### src/rtl/vec_mem_sequencer_if.sv
// Single-element data-memory port between the vector sequencer and data memory.
// The sequencer drives address, strobes and write data. The memory returns read
// data together with a ready handshake.
interface vec_mem_sequencer_if #(
  parameter int ADDR_W = 32,
  parameter int DATA_W = 32
);
  logic [ADDR_W-1:0] mem_addr;
  logic              mem_re;
  logic              mem_we;
  logic [DATA_W-1:0] mem_wdata;
  logic [DATA_W-1:0] mem_rdata;
  logic              mem_ready;

  modport master (
    output mem_addr, mem_re, mem_we, mem_wdata,
    input  mem_rdata, mem_ready
  );

  modport slave (
    input  mem_addr, mem_re, mem_we, mem_wdata,
    output mem_rdata, mem_ready
  );
endinterface

### src/rtl/vec_mem_sequencer.sv
// Serializes one vector load or store of LANES elements onto a single-element
// memory port. While it walks the lanes it holds the upstream pipeline frozen.
// When it finishes, it releases the pipeline with the assembled load vector valid.
module vec_mem_sequencer #(
  parameter int LANES      = 4,
  parameter int DATA_W     = 32,
  parameter int ADDR_W     = 32,
  parameter int ELEM_BYTES = 4
) (
  input  logic                    clk,
  input  logic                    rst_n,
  input  logic                    start_rd,
  input  logic                    start_wr,
  input  logic [ADDR_W-1:0]       base_addr,
  input  logic [LANES*DATA_W-1:0] wdata_vec,
  vec_mem_sequencer_if.master     mem,
  output logic [LANES*DATA_W-1:0] rdata_vec,
  output logic                    stall,
  output logic                    busy,
  output logic                    done
);

  localparam int IDX_W = $clog2(LANES);
  localparam logic [IDX_W-1:0] LAST_IDX = IDX_W'(LANES - 1);

  localparam logic [1:0] S_IDLE   = 2'd0;
  localparam logic [1:0] S_ACCESS = 2'd1;
  localparam logic [1:0] S_FINISH = 2'd2;

  logic [1:0]              state;
  logic                    op_wr;
  logic [IDX_W-1:0]        idx;
  logic [ADDR_W-1:0]       base_q;
  logic [LANES*DATA_W-1:0] wdata_q;

  logic start_any;
  logic accept;

  assign start_any = start_rd | start_wr;
  assign accept    = (state == S_IDLE) && start_any;

  // Control state: the FSM, the op type, the lane index and the assembled load vector.
  // NOTE: sequential state uses non-blocking assignments only, so every register samples pre-edge values.
  always_ff @(posedge clk or negedge rst_n) begin
    if (!rst_n) begin
      state     <= S_IDLE;
      op_wr     <= 1'b0;
      idx       <= '0;
      rdata_vec <= '0;
    end else begin
      case (state)
        S_IDLE: begin
          if (start_any) begin
            state <= S_ACCESS;
            op_wr <= start_wr;  // write wins when both starts arrive together
            idx   <= '0;
          end
        end
        S_ACCESS: begin
          if (mem.mem_ready) begin
            if (!op_wr) begin
              rdata_vec[int'(idx)*DATA_W +: DATA_W] <= mem.mem_rdata;
            end
            if (idx == LAST_IDX) begin
              state <= S_FINISH;
            end else begin
              idx <= idx + IDX_W'(1);
            end
          end
        end
        S_FINISH: state <= S_IDLE;
        default:  state <= S_IDLE;
      endcase
    end
  end

  // Operand capture: base address and store data are latched when a request is accepted.
  // NOTE: these are pure data holding registers that are qualified by state, so they have no reset.
  always_ff @(posedge clk) begin
    if (accept) begin
      base_q  <= base_addr;
      wdata_q <= wdata_vec;
    end
  end

  // Memory port drive: active only in ACCESS, and held steady while mem_ready is low.
  // NOTE: every output gets a default first so this block cannot infer a latch.
  always_comb begin
    mem.mem_re    = 1'b0;
    mem.mem_we    = 1'b0;
    mem.mem_addr  = '0;
    mem.mem_wdata = '0;
    if (state == S_ACCESS) begin
      mem.mem_re    = ~op_wr;
      mem.mem_we    = op_wr;
      // Address arithmetic wraps modulo 2^ADDR_W by construction.
      mem.mem_addr  = base_q + ADDR_W'(idx) * ADDR_W'(ELEM_BYTES);
      mem.mem_wdata = wdata_q[int'(idx)*DATA_W +: DATA_W];
    end
  end

  // Pipeline status: stall asserts combinationally in the decode cycle of a request.
  always_comb begin
    stall = accept || (state == S_ACCESS);
    busy  = (state != S_IDLE);
    done  = (state == S_FINISH);
  end

endmodule

### src/flat_wrapper.sv
// flat-port wrapper written by rule: the top's interface ports become plain ports
module vec_mem_sequencer_flat 
#(
  parameter int LANES      = 4,
  parameter int DATA_W     = 32,
  parameter int ADDR_W     = 32,
  parameter int ELEM_BYTES = 4
)
  (clk, rst_n, start_rd, start_wr, base_addr, wdata_vec, rdata_vec, stall, busy, done, mem_mem_addr, mem_mem_re, mem_mem_we, mem_mem_wdata, mem_mem_rdata, mem_mem_ready);
  vec_mem_sequencer_if #(.ADDR_W(ADDR_W), .DATA_W(DATA_W)) mem_i ();
  input  logic clk;
  input  logic rst_n;
  input  logic start_rd;
  input  logic start_wr;
  input  logic [ADDR_W-1:0] base_addr;
  input  logic [LANES*DATA_W-1:0] wdata_vec;
  output logic [LANES*DATA_W-1:0] rdata_vec;
  output logic stall;
  output logic busy;
  output logic done;
  output wire logic [$bits(mem_i.mem_addr)-1:0] mem_mem_addr;
  output wire logic [$bits(mem_i.mem_re)-1:0] mem_mem_re;
  output wire logic [$bits(mem_i.mem_we)-1:0] mem_mem_we;
  output wire logic [$bits(mem_i.mem_wdata)-1:0] mem_mem_wdata;
  input wire logic [$bits(mem_i.mem_rdata)-1:0] mem_mem_rdata;
  input wire logic [$bits(mem_i.mem_ready)-1:0] mem_mem_ready;
  assign mem_mem_addr = mem_i.mem_addr;
  assign mem_mem_re = mem_i.mem_re;
  assign mem_mem_we = mem_i.mem_we;
  assign mem_mem_wdata = mem_i.mem_wdata;
  assign mem_i.mem_rdata = mem_mem_rdata;
  assign mem_i.mem_ready = mem_mem_ready;
  vec_mem_sequencer #(.LANES(LANES), .DATA_W(DATA_W), .ADDR_W(ADDR_W), .ELEM_BYTES(ELEM_BYTES)) u_core (.clk(clk), .rst_n(rst_n), .start_rd(start_rd), .start_wr(start_wr), .base_addr(base_addr), .wdata_vec(wdata_vec), .mem(mem_i), .rdata_vec(rdata_vec), .stall(stall), .busy(busy), .done(done));
endmodule
### config.mk
export PLATFORM = sky130hd
export DESIGN_NAME = vec_mem_sequencer_flat
export DESIGN_NICKNAME = d
export VERILOG_FILES = /design/src/rtl/vec_mem_sequencer_if.sv /design/src/rtl/vec_mem_sequencer.sv /design/src/flat_wrapper.sv
export SDC_FILE = /design/constraint.sdc
export NUM_CORES = 1
export LEC_CHECK = 0
export ABC_AREA = 0
export CAP_MARGIN = 30
export CORE_ASPECT_RATIO = 1.75
export CORE_MARGIN = 8
export CORE_UTILIZATION = 42
export DETAILED_ROUTE_END_ITERATION = 8
export PLACE_DENSITY = 0.89
export SLEW_MARGIN = 10
export SYNTH_ARGS = -nofsm -noshare
export SYNTH_HDL_FRONTEND = slang
export SYNTH_SLANG_ARGS = --single-unit
### constraint.sdc
create_clock -name clk -period 7.5 [get_ports clk]
set_input_delay 1.5 -clock clk [delete_from_list [all_inputs] [get_ports clk]]
set_output_delay 1.5 -clock clk [all_outputs]
set_load 0.1 [all_outputs]
==> results of run 1 <==
## cell families after synthesis
logic type / Yosys count / share of synthesized area
AOI/OAI and AO/OA: 171 / 0.0763
DFF: 293 / 0.682
buffers and inverters: 61 / 0.0204
muxes: 34 / 0.0622
xor gates and xnor gates: 8 / 0.00588
and+or+nand+nor: 385 / 0.143
adders and majority gates: 9 / 0.0101
## layer usage
layer  global-route usage  part of all wire  wire length (um)  vias to the layer above
met5                    0                 0                 0                        -
met4                0.132             0.060              2320                        0
met3               0.0610             0.085              3270                      117
met2                0.397              0.53             20500                      439
met1                0.218              0.32             12500                     4461
li1                     -                 -                 -                     4202
## registers in the layout, indices dropped and copies added, names as in the netlist
name	count
u_core.rdata_vec	128
u_core.idx	2
u_core.base_q	32
u_core.wdata_q	128
u_core.op_wr	1
u_core.state	2
## final timing paths
kind,from,to,slack [ps],cells after the start
hold reg to reg,u_core.rdata_vec[33],u_core.rdata_vec[33],480,2
hold / removal,u_core.rdata_vec[33],u_core.rdata_vec[33],480,2
setup / recovery,u_core.idx[1],mem_mem_addr[30],1420,6
min in group asynchronous,rst_n,u_core.rdata_vec[84],1030,1
max in group asynchronous,rst_n,u_core.rdata_vec[98],5270,3
setup reg to reg,u_core.idx[0],u_core.rdata_vec[77],4340,7
## critical path, stage by stage (launching register included)
cell             delay [ps]
dfrtp_2                 990
fa_1                    410
nand4_2                 180
or3_1                   570
or4_1                   540
a21oi_1                 180
clkdlybuf4s50_1        1170
## per-stage QoR
step,area (sq um),utilization,hold WS [ps],std cells
5_1_grt,17800,0.637,495,1762
4_1_cts,17700,0.634,485,1753
6_report,17800,0.637,480,1762
3_3_place_gp,16200,0.580,461,1680
2_1_floorplan,11900,-,503,961
3_5_place_dp,16900,0.604,469,1706
## synthesized netlist by cell type, types with 2 or more instances
library cell | instances | area [sq um]
dfrtp_1 | 133 | 3330
o31ai_1 | 9 | 67.6
or3_1 | 5 | 31.3
mux2i_1 | 2 | 20.0
a31oi_1 | 2 | 12.5
or4_1 | 9 | 67.6
and2_1 | 38 | 238
nand4_1 | 3 | 18.8
o21bai_1 | 2 | 15.0
buf_2 | 5 | 25.0
and3_1 | 2 | 12.5
and4_1 | 4 | 35.0
ha_1 | 8 | 100
inv_1 | 6 | 22.5
a21oi_1 | 16 | 80.1
nor3b_1 | 3 | 22.5
edfxtp_1 | 160 | 4800
nor2_1 | 16 | 60.1
o21ai_0 | 136 | 681
nor4_1 | 4 | 25.0
a41o_1 | 2 | 20.0
nor3_1 | 3 | 15.0
nor2b_1 | 3 | 18.8
nand2_1 | 276 | 1040
xnor2_1 | 7 | 61.3
clkbuf_1 | 48 | 180
mux4_2 | 32 | 721
nand3_1 | 12 | 60.1
nand2b_1 | 3 | 18.8
## cell type report
class | instances | area (sq um)
antenna | 6 | 15.0
fill | 2075 | 10100
sequential | 293 | 8140
multi-input combinational | 607 | 3590
clock inverter | 15 | 131
clock buffer | 32 | 724
timing repair buffer | 430 | 4740
inverter | 6 | 22.5
tap | 373 | 467
==> results.json, run 1 <==
{
  "critPathLaunchType": "flip-flop",
  "dp_worst_setup_slack_ps": 1940,
  "syn-num-nets": 1167,
  "routed_via_density": 5.23,
  "cts_made_buffers": 26,
  "cts_max_level": 1,
  "die_h_um": 239,
  "drc": 0,
  "grt_max_degree": 161,
  "syn_to_final_growth_pct": 49.6,
  "yosysSeqAreaShare": 0.682,
  "num_rows": 81,
  "drive_above_1_share": 0.0889,
  "fin_ws_ps": 1420,
  "finalSetupViolCount": 0,
  "finalCritPeriodShare": 0.811,
  "wire_per_inst_um": 21.9,
  "cts_tree": "yes",
  "cp.required_ps": 6000,
  "netlist_instances": 961,
  "period_minus_slack_ps": 6080,
  "root_buffer": "clkbuf_16",
  "synth-edff-count": 160,
  "grt_pass1_vias": 9708,
  "postCtsSetupRepairBufs": 0,
  "hold_violations": 0,
  "initial_core_util": 0.426,
  "ys_types": 41,
  "syn_avg_cell_area_sq_um": 12.4,
  "yosys_warnings": 0,
  "grt_overflow_total": 0,
  "fin_skew_ps": 14.0,
  "finalSetupTns_ps": 0,
  "first_pass_iters": 4,
  "finalWirelength_um": 38600,
  "slew_headroom": 0.293,
  "core_area_sq_mm": 0.0280,
  "maxCapViolCount": 0,
  "nets": 1570,
  "io_buffers": 393,
  "async_flop_share": 0.454,
  "grt_pass1_wl_um": 57100,
  "status": "completed",
  "ios": 394,
  "dp_hpwl_um": 28700,
  "rsz0062_at_grt": "false",
  "ys_ff_latch": 293,
  "die_w_um": 143,
  "worstMarginPinSlew_ps": 1060,
  "track_usage": 0.220,
  "fmaxAchievable_mhz": 164,
  "cts_resized": 0,
  "clk_path_buf_depth": 3,
  "cts_hold_buf": 0,
  "slew_violations": 0,
  "crit_type": "reg2out",
  "synth_flop_cell": "edfxtp_1",
  "endpoint_kind": "primary output",
  "num_vias": 9219,
  "clock_latency_ps": 550,
  "worstPathArrival_ps": 4580,
  "ant_nets": 0,
  "numClockSinks": 293,
  "place_congestion": 0.870,
  "antenna_found_initial": 6,
  "syn-cell-area_sq_mm": 0.0119,
  "min_path_type": "reg2reg",
  "final_cell_mix": "clkdlybuf4s50_1 (392), nand2_1 (272), edfxtp_1 (160), o21ai_0 (136), dfrtp_1 (131)",
  "cp_max_fo": 38,
  "die-area_sq_mm": 0.0342,
  "final_common_cell": "clkdlybuf4s50_1",
  "first_iter_violations": 455,
  "cts.clk_slew.worst_paths_ps": 70
}
Power of run 1 is not shown: default switching activity piles up to over one toggle a cycle in this logic, so the estimate is an artifact.
==> run 2: changes to the inputs <==
--- a/config.mk
+++ b/config.mk
@@ -9,9 +9,9 @@
 export CAP_MARGIN = 30
 export CORE_ASPECT_RATIO = 1.75
 export CORE_MARGIN = 8
-export CORE_UTILIZATION = 42
+export CORE_UTILIZATION = 46
 export DETAILED_ROUTE_END_ITERATION = 8
-export PLACE_DENSITY = 0.89
+export PLACE_DENSITY = 0.92
 export SLEW_MARGIN = 10
 export SYNTH_ARGS = -nofsm -noshare
 export SYNTH_HDL_FRONTEND = slang
==> constraint.sdc (replaced) <==
create_clock -name clk -period 5.75 [get_ports clk]
set_input_delay 1.15 -clock clk [delete_from_list [all_inputs] [get_ports clk]]
set_output_delay 1.15 -clock clk [all_outputs]
set_load 0.1 [all_outputs]
==> run 2 against run 1 <==
Cell area decreased by 2.4%. Final cell count decreased by 3.6%. Sequential share of layout area increased by 1.1 points. Setup slack got worse by 320 ps. Via count increased by 1.5%. Critical path depth increased by 1. Hold slack got worse by 0.91 ps.
==> results.json, run 2 (synthesis results as in run 1) <==
{
  "slew_headroom": 0.289,
  "cts_resized": 0,
  "slew_violations": 0,
  "num_vias": 9355,
  "initial_core_util": 0.464,
  "grt_pass1_wl_um": 57300,
  "ios": 394,
  "crit_type": "reg2out",
  "clk_path_buf_depth": 3,
  "nets": 1563,
  "worstPathArrival_ps": 3510,
  "grt_overflow_total": 0,
  "cp.required_ps": 4600,
  "final_common_cell": "clkdlybuf4s50_1",
  "drive_above_1_share": 0.107,
  "postCtsSetupRepairBufs": 0,
  "io_buffers": 393,
  "place_congestion": 0.865,
  "finalSetupViolCount": 0,
  "cts_made_buffers": 26,
  "rr_worst_depth": 7,
  "r2r_start": "u_core.idx[0]",
  "die_h_um": 229,
  "worstMarginPinSlew_ps": 1060,
  "routed_via_density": 5.51,
  "startpoint": "u_core.idx[1]",
  "maxCapViolCount": 0,
  "track_usage": 0.239,
  "first_pass_iters": 5,
  "finalWirelength_um": 38400,
  "die_w_um": 138,
  "fmaxAchievable_mhz": 215,
  "numClockSinks": 293,
  "critPathLaunchType": "flip-flop",
  "r2r_setup_slack_ps": 2990,
  "cp-endpoint": "mem_mem_addr[30]",
  "grt_pass1_vias": 9829,
  "grt_max_degree": 111,
  "top_regs": "u_core.rdata_vec: 128 flops, u_core.wdata_q: 128 flops, u_core.base_q: 32 flops",
  "finalSetupTns_ps": 0,
  "cts_hold_buf": 0,
  "fin_skew_ps": 8.11,
  "final.fill_count": 1729,
  "hold_violations": 0,
  "syn_to_final_growth_pct": 46.1,
  "r2r_end": "u_core.rdata_vec[38]",
  "finalCritPeriodShare": 0.810,
  "clock_latency_ps": 540,
  "cts_tree": "yes",
  "rsz0062_at_grt": "false",
  "endpoint_kind": "primary output",
  "final_cell_mix": "clkdlybuf4s50_1 (366), nand2_1 (272), edfxtp_1 (160), o21ai_0 (136), dfrtp_1 (131)",
  "drc": 0,
  "hold_slack_ps": 479,
  "core_area_sq_mm": 0.0257,
  "num_rows": 78,
  "cts.clk_slew.worst_paths_ps": 70,
  "cp_max_fo": 38,
  "wire_per_inst_um": 22.6,
  "status": "completed",
  "min_path_type": "reg2reg",
  "period_minus_slack_ps": 4660,
  "first_iter_violations": 518,
  "cts_max_level": 1,
  "root_buffer": "clkbuf_16",
  "ant_nets": 0,
  "dp_hpwl_um": 28400,
  "die-area_sq_mm": 0.0315,
  "antenna_found_initial": 2
}
## run 2: area by class of cell
type / count / area, sq um / area share
clock inverters: 16 / 108 / 0.00618
clock buffers: 32 / 736 / 0.0423
well taps: 320 / 400 / 0.0230
repair buffers: 423 / 4410 / 0.253
diodes: 2 / 5.00 / 0.000288
multi-input cells: 607 / 3590 / 0.206
flip-flops and latches: 293 / 8140 / 0.467
inverters: 6 / 22.5 / 0.00129
## run 2: worst min path at each step
stage | cells past startpoint | startpoint | slack [ps] | end
after floorplan | 1 | u_core.op_wr | 500 | u_core.op_wr
after global placement | 2 | u_core.rdata_vec[53] | 460 | u_core.rdata_vec[53]
after detailed placement | 2 | u_core.rdata_vec[107] | 470 | u_core.rdata_vec[107]
after CTS | 2 | u_core.rdata_vec[107] | 490 | u_core.rdata_vec[107]
after global routing | 2 | u_core.rdata_vec[107] | 500 | u_core.rdata_vec[107]
final | 2 | u_core.rdata_vec[107] | 480 | u_core.rdata_vec[107]
## run 2: per-layer routing
metal / track usage / part of all wire
met3: 0.0607 / 0.086
met4: 0.136 / 0.061
met1: 0.246 / 0.32
met5: 0 / 0
met2: 0.425 / 0.53
## run 2: worst max-delay path, stage by stage, from the launching register on
cell and delay, ps:
dfrtp_2 340, buf_4 440, fa_1 350, nand4_2 190
or3_1 580, or4_1 560, a21oi_1 180, buf_4 310
## run 2: per-stage QoR
| stage | std cells | area, sq um | util | setup slack, ps |
|---|---|---|---|---|
| 6_report | 1699 | 17400 | 0.678 | 1090 |
| 3_5_place_dp | 1646 | 16500 | 0.643 | 1500 |
| 4_1_cts | 1694 | 17300 | 0.676 | 1060 |
| 3_3_place_gp | 1631 | 16100 | 0.628 | 1500 |
| 2_1_floorplan | 961 | 11900 | - | 1120 |
| 5_1_grt | 1699 | 17400 | 0.678 | 891 |
Power of run 2 is left out for the same reason.
==> patch 1: new RTL, settings of run 2 <==
`DATA_W` is set to 32 in 3 places; all go to 16.
--- a/src/rtl/vec_mem_sequencer_if.sv
+++ b/src/rtl/vec_mem_sequencer_if.sv
@@ -3,7 +3,7 @@
 // data together with a ready handshake.
 interface vec_mem_sequencer_if #(
   parameter int ADDR_W = 32,
-  parameter int DATA_W = 32
+  parameter int DATA_W = 16
 );
   logic [ADDR_W-1:0] mem_addr;
   logic              mem_re;
--- a/src/rtl/vec_mem_sequencer.sv
+++ b/src/rtl/vec_mem_sequencer.sv
@@ -3,7 +3,7 @@
 // When it finishes, it releases the pipeline with the assembled load vector valid.
 module vec_mem_sequencer #(
   parameter int LANES      = 4,
-  parameter int DATA_W     = 32,
+  parameter int DATA_W     = 16,
   parameter int ADDR_W     = 32,
   parameter int ELEM_BYTES = 4
 ) (
--- a/src/flat_wrapper.sv
+++ b/src/flat_wrapper.sv
@@ -2,7 +2,7 @@
 module vec_mem_sequencer_flat 
 #(
   parameter int LANES      = 4,
-  parameter int DATA_W     = 32,
+  parameter int DATA_W     = 16,
   parameter int ADDR_W     = 32,
   parameter int ELEM_BYTES = 4
 )
Ports: changed (resized mem_mem_rdata, mem_mem_wdata, rdata_vec and wdata_vec); port bits go from 394 to 234. The function was not compared with the original's and may differ.
==> patch 1 against run 2 <==
- cell area down 41%
- largest cell class unchanged
- sequential cell count down 128
- cell count is 40% lower
- worst setup slack improved by 0.0023 ns
- critical endpoint is now mem_mem_addr[23]
- synthesized area is 41% lower
- routed wire length down 47%
- worst hold slack hardly changed
Power is not shown: default switching activity piles up to over one toggle a cycle in this logic, so the estimate is an artifact.
==> patch 1: results (changes against run 2) <==
metric	value	unit	change
status	completed		
Largest regs	u_core.rdata_vec: 64 flops, u_core.wdata_q: 64 flops, u_core.base_q: 32 flops		
Fin Setup TNS	0	ns	unchanged
Reg clk slew, reported paths	0.06	ns	
clk buf depth	2		-1
antenna violations before repair	3		+1
vias in the first global route	5682		-42%
post-place setup slack	1.488	ns	-0.01035 ns
syn_area_per_cell	12.13	µm²	-2.2%
GPL Wtd Cong	0.9118		+5.5%
Fillers	1078		-38%
share of cells above drive strength 1	12.10	%	+1.4 points
fraction of area in multi-input gates	22.57	%	+2.0 points
first-pass GRT wire length	31080	µm	-46%
initial drt markers	320		-38%
Worst EP arrival	3.50	ns	about the same
final WL	20370	µm	-47%
Final min period	4.653	ns	-0.002310 ns
inverters	5		-1
headroom to the max-slew limit	31.09	%	+2.2 points
Yosys cell types	42		+2.4%
sequential fraction of the synthesis area	65.20	%	-3.0 points
final instance area	10320	µm²	-41%
Post-synth ARST share	41.82	%	-3.6 points
IO Port Bufs	233		-41%
Hold Startpoint	u_core.rdata_vec[17]		
largest net degree at the start of global routing	70		-37%
Synthesized Nets	709		-39%
Worst path slowest cell	clkdlybuf4s50_1		
wire length per cell	19.89	µm	-12%
EDFF count, synth	96		-40%
seq_cells	165		-44%
final antenna diode count	3		+1
worst-path maximum fanout	22		-42%
Final Skew	0.02223	ns	+0.01413 ns
nets@finish	948		-39%
dpl cells	983		-40%
CP peak stage delay	1.13	ns	+0.55 ns
Post-DP Area	9590	µm²	-42%
DR vias	5486		-41%
Signal buffers	250		-41%
Non-clock buffering overhead	24.43	%	-0.92 points
Top Family by Delay on Critical Path	buffers and inverters		
[patch 1: worst paths after layout]
check	to	slack, ns	depth (start not counted)
setup reg to reg	u_core.rdata_vec[24]	3.19	7
hold / removal	u_core.rdata_vec[17]	0.48	2
setup / recovery	mem_mem_addr[23]	1.10	7
min in group asynchronous	u_core.rdata_vec[29]	0.62	2
hold reg to reg	u_core.rdata_vec[17]	0.48	2
max in group asynchronous	u_core.rdata_vec[16]	4.61	3
[patch 1: kinds of logic (layout without fill, tap and decap cells)]
family,after synthesis,in the layout,share of synthesized area [%]
AO/OA/AOI/OAI,99,99,7.646
XOR/XNOR,13,13,1.611
adder cells (fa/ha/maj),9,9,1.699
buffers and inverters,35,287,2.053
flip-flops,165,165,65.20
multiplexers,17,17,5.239
other,0,3,0
AND/OR/NAND/NOR,245,245,16.55
[patch 1: per-layer routing]
metal  part of all wire, %  routed length (µm)  track usage [%]
met2                    55               11120            35.77
met5                     0                   0                0
met1                    34                6950            21.65
met4                   5.0                1026            13.21
met3                   6.2                1269            5.516
==> patch 2: new RTL, config.mk and constraints of run 2 <==
Without the edit above. Reset style: synchronous (`rst_n`), changed in one clocked block.
--- a/src/rtl/vec_mem_sequencer.sv
+++ b/src/rtl/vec_mem_sequencer.sv
@@ -41,7 +41,7 @@
 
   // Control state: the FSM, the op type, the lane index and the assembled load vector.
   // NOTE: sequential state uses non-blocking assignments only, so every register samples pre-edge values.
-  always_ff @(posedge clk or negedge rst_n) begin
+  always_ff @(posedge clk) begin
     if (!rst_n) begin
       state     <= S_IDLE;
       op_wr     <= 1'b0;
Check against the original RTL: differs if rst_n is asserted again (counterexample within 4 cycles, from zero or initial values and one cycle with rst_n low); with rst_n held inactive, the same outputs for 4 cycles.
==> patch 2 against run 2 <==
- cell area increased by 0.35%
- die area fell by 0.25%
- synthesized area down 0.28%
- non-clock buffer count grew 8
- largest cell class unchanged
- routed wire length up 9.1%
- critical endpoint is now mem_mem_addr[13]
- cell count increased by 1.5%
- fmax rose by 0.27%
- worst setup slack improved by 0.013 ns
- sequential cell count stayed put
- worst hold slack worse by 0.030 ns
- register-to-register slack worse by 0.51 ns
- critical path type unchanged
==> patch 2: results (changes against run 2) <==
metric	value	unit	change
initial drt markers	698		+35%
sequential fraction of the synthesis area	62.84	%	-5.4 points
clkbuf count	36		+13%
worst-path maximum fanout	7		-82%
CP peak stage delay	1.16	ns	+0.58 ns
Hold Startpoint	u_core.rdata_vec[51]		
Top Family by Delay on Critical Path	buffers and inverters		
crit path to	mem_mem_addr[13]		
post-place setup slack	1.512	ns	+0.01287 ns
largest net degree at the start of global routing	70		-37%
GRT Total Usage	25.67	%	+1.7 points
final antenna diode count	11		+9
Synthesized Nets	1193		+2.2%
Fillers	1708		-1.2%
dpl hpwl	29550	µm	+4.1%
share of cells above drive strength 1	10.19	%	-0.48 points
wire length per cell	24.30	µm	+7.5%
nets@finish	1579		+1.0%
CP startpoint	u_core.base_q[3]		
clk tree area frac	5.036	%	+0.19 points
Signal buffers	431		+1.9%
Post-synth ARST share	0	%	-45 points
fraction of area in registers	42.77	%	-4.0 points
first-pass GRT wire length	61130	µm	+6.6%
top cells by count, synth	160 x edfxtp_1, 148 x nand2_1, 134 x nand3_1		
synth top area cells	edfxtp_1 40%, dfxtp_1 22%, a21boi_0 6.8%		
status	completed		
multi-input logic cell count	615		+1.3%
[patch 2: changes by cell type after synthesis, moves of 5 or more]
cell,run 2,this run
dfxtp_1,0,133
and2_1,38,45
nand3_1,12,134
a21boi_0,0,107
clkbuf_1,48,68
nand2_1,276,148
a21boi_1,0,21
o21ai_0,136,5
nor2_1,16,21
dfrtp_1,133,0
[patch 2: worst min path at each step]
stage,endpoint,cells after the start
floorplan,u_core.op_wr,2
global placement,u_core.rdata_vec[16],2
detailed placement,u_core.rdata_vec[51],2
CTS,u_core.rdata_vec[51],2
global route,u_core.rdata_vec[51],2
finish,u_core.rdata_vec[51],2
[patch 2: metal layers]
| layer | vias up | GRT usage (%) | part of all wire, % |
|---|---|---|---|
| met1 | 4760 | 26.78 | 32 |
| met4 | 0 | 15.05 | 6.2 |
| met3 | 143 | 6.470 | 9.0 |
| li1 | 4358 | - | - |
| met5 | - | 0 | 0 |
| met2 | 567 | 44.83 | 52 |
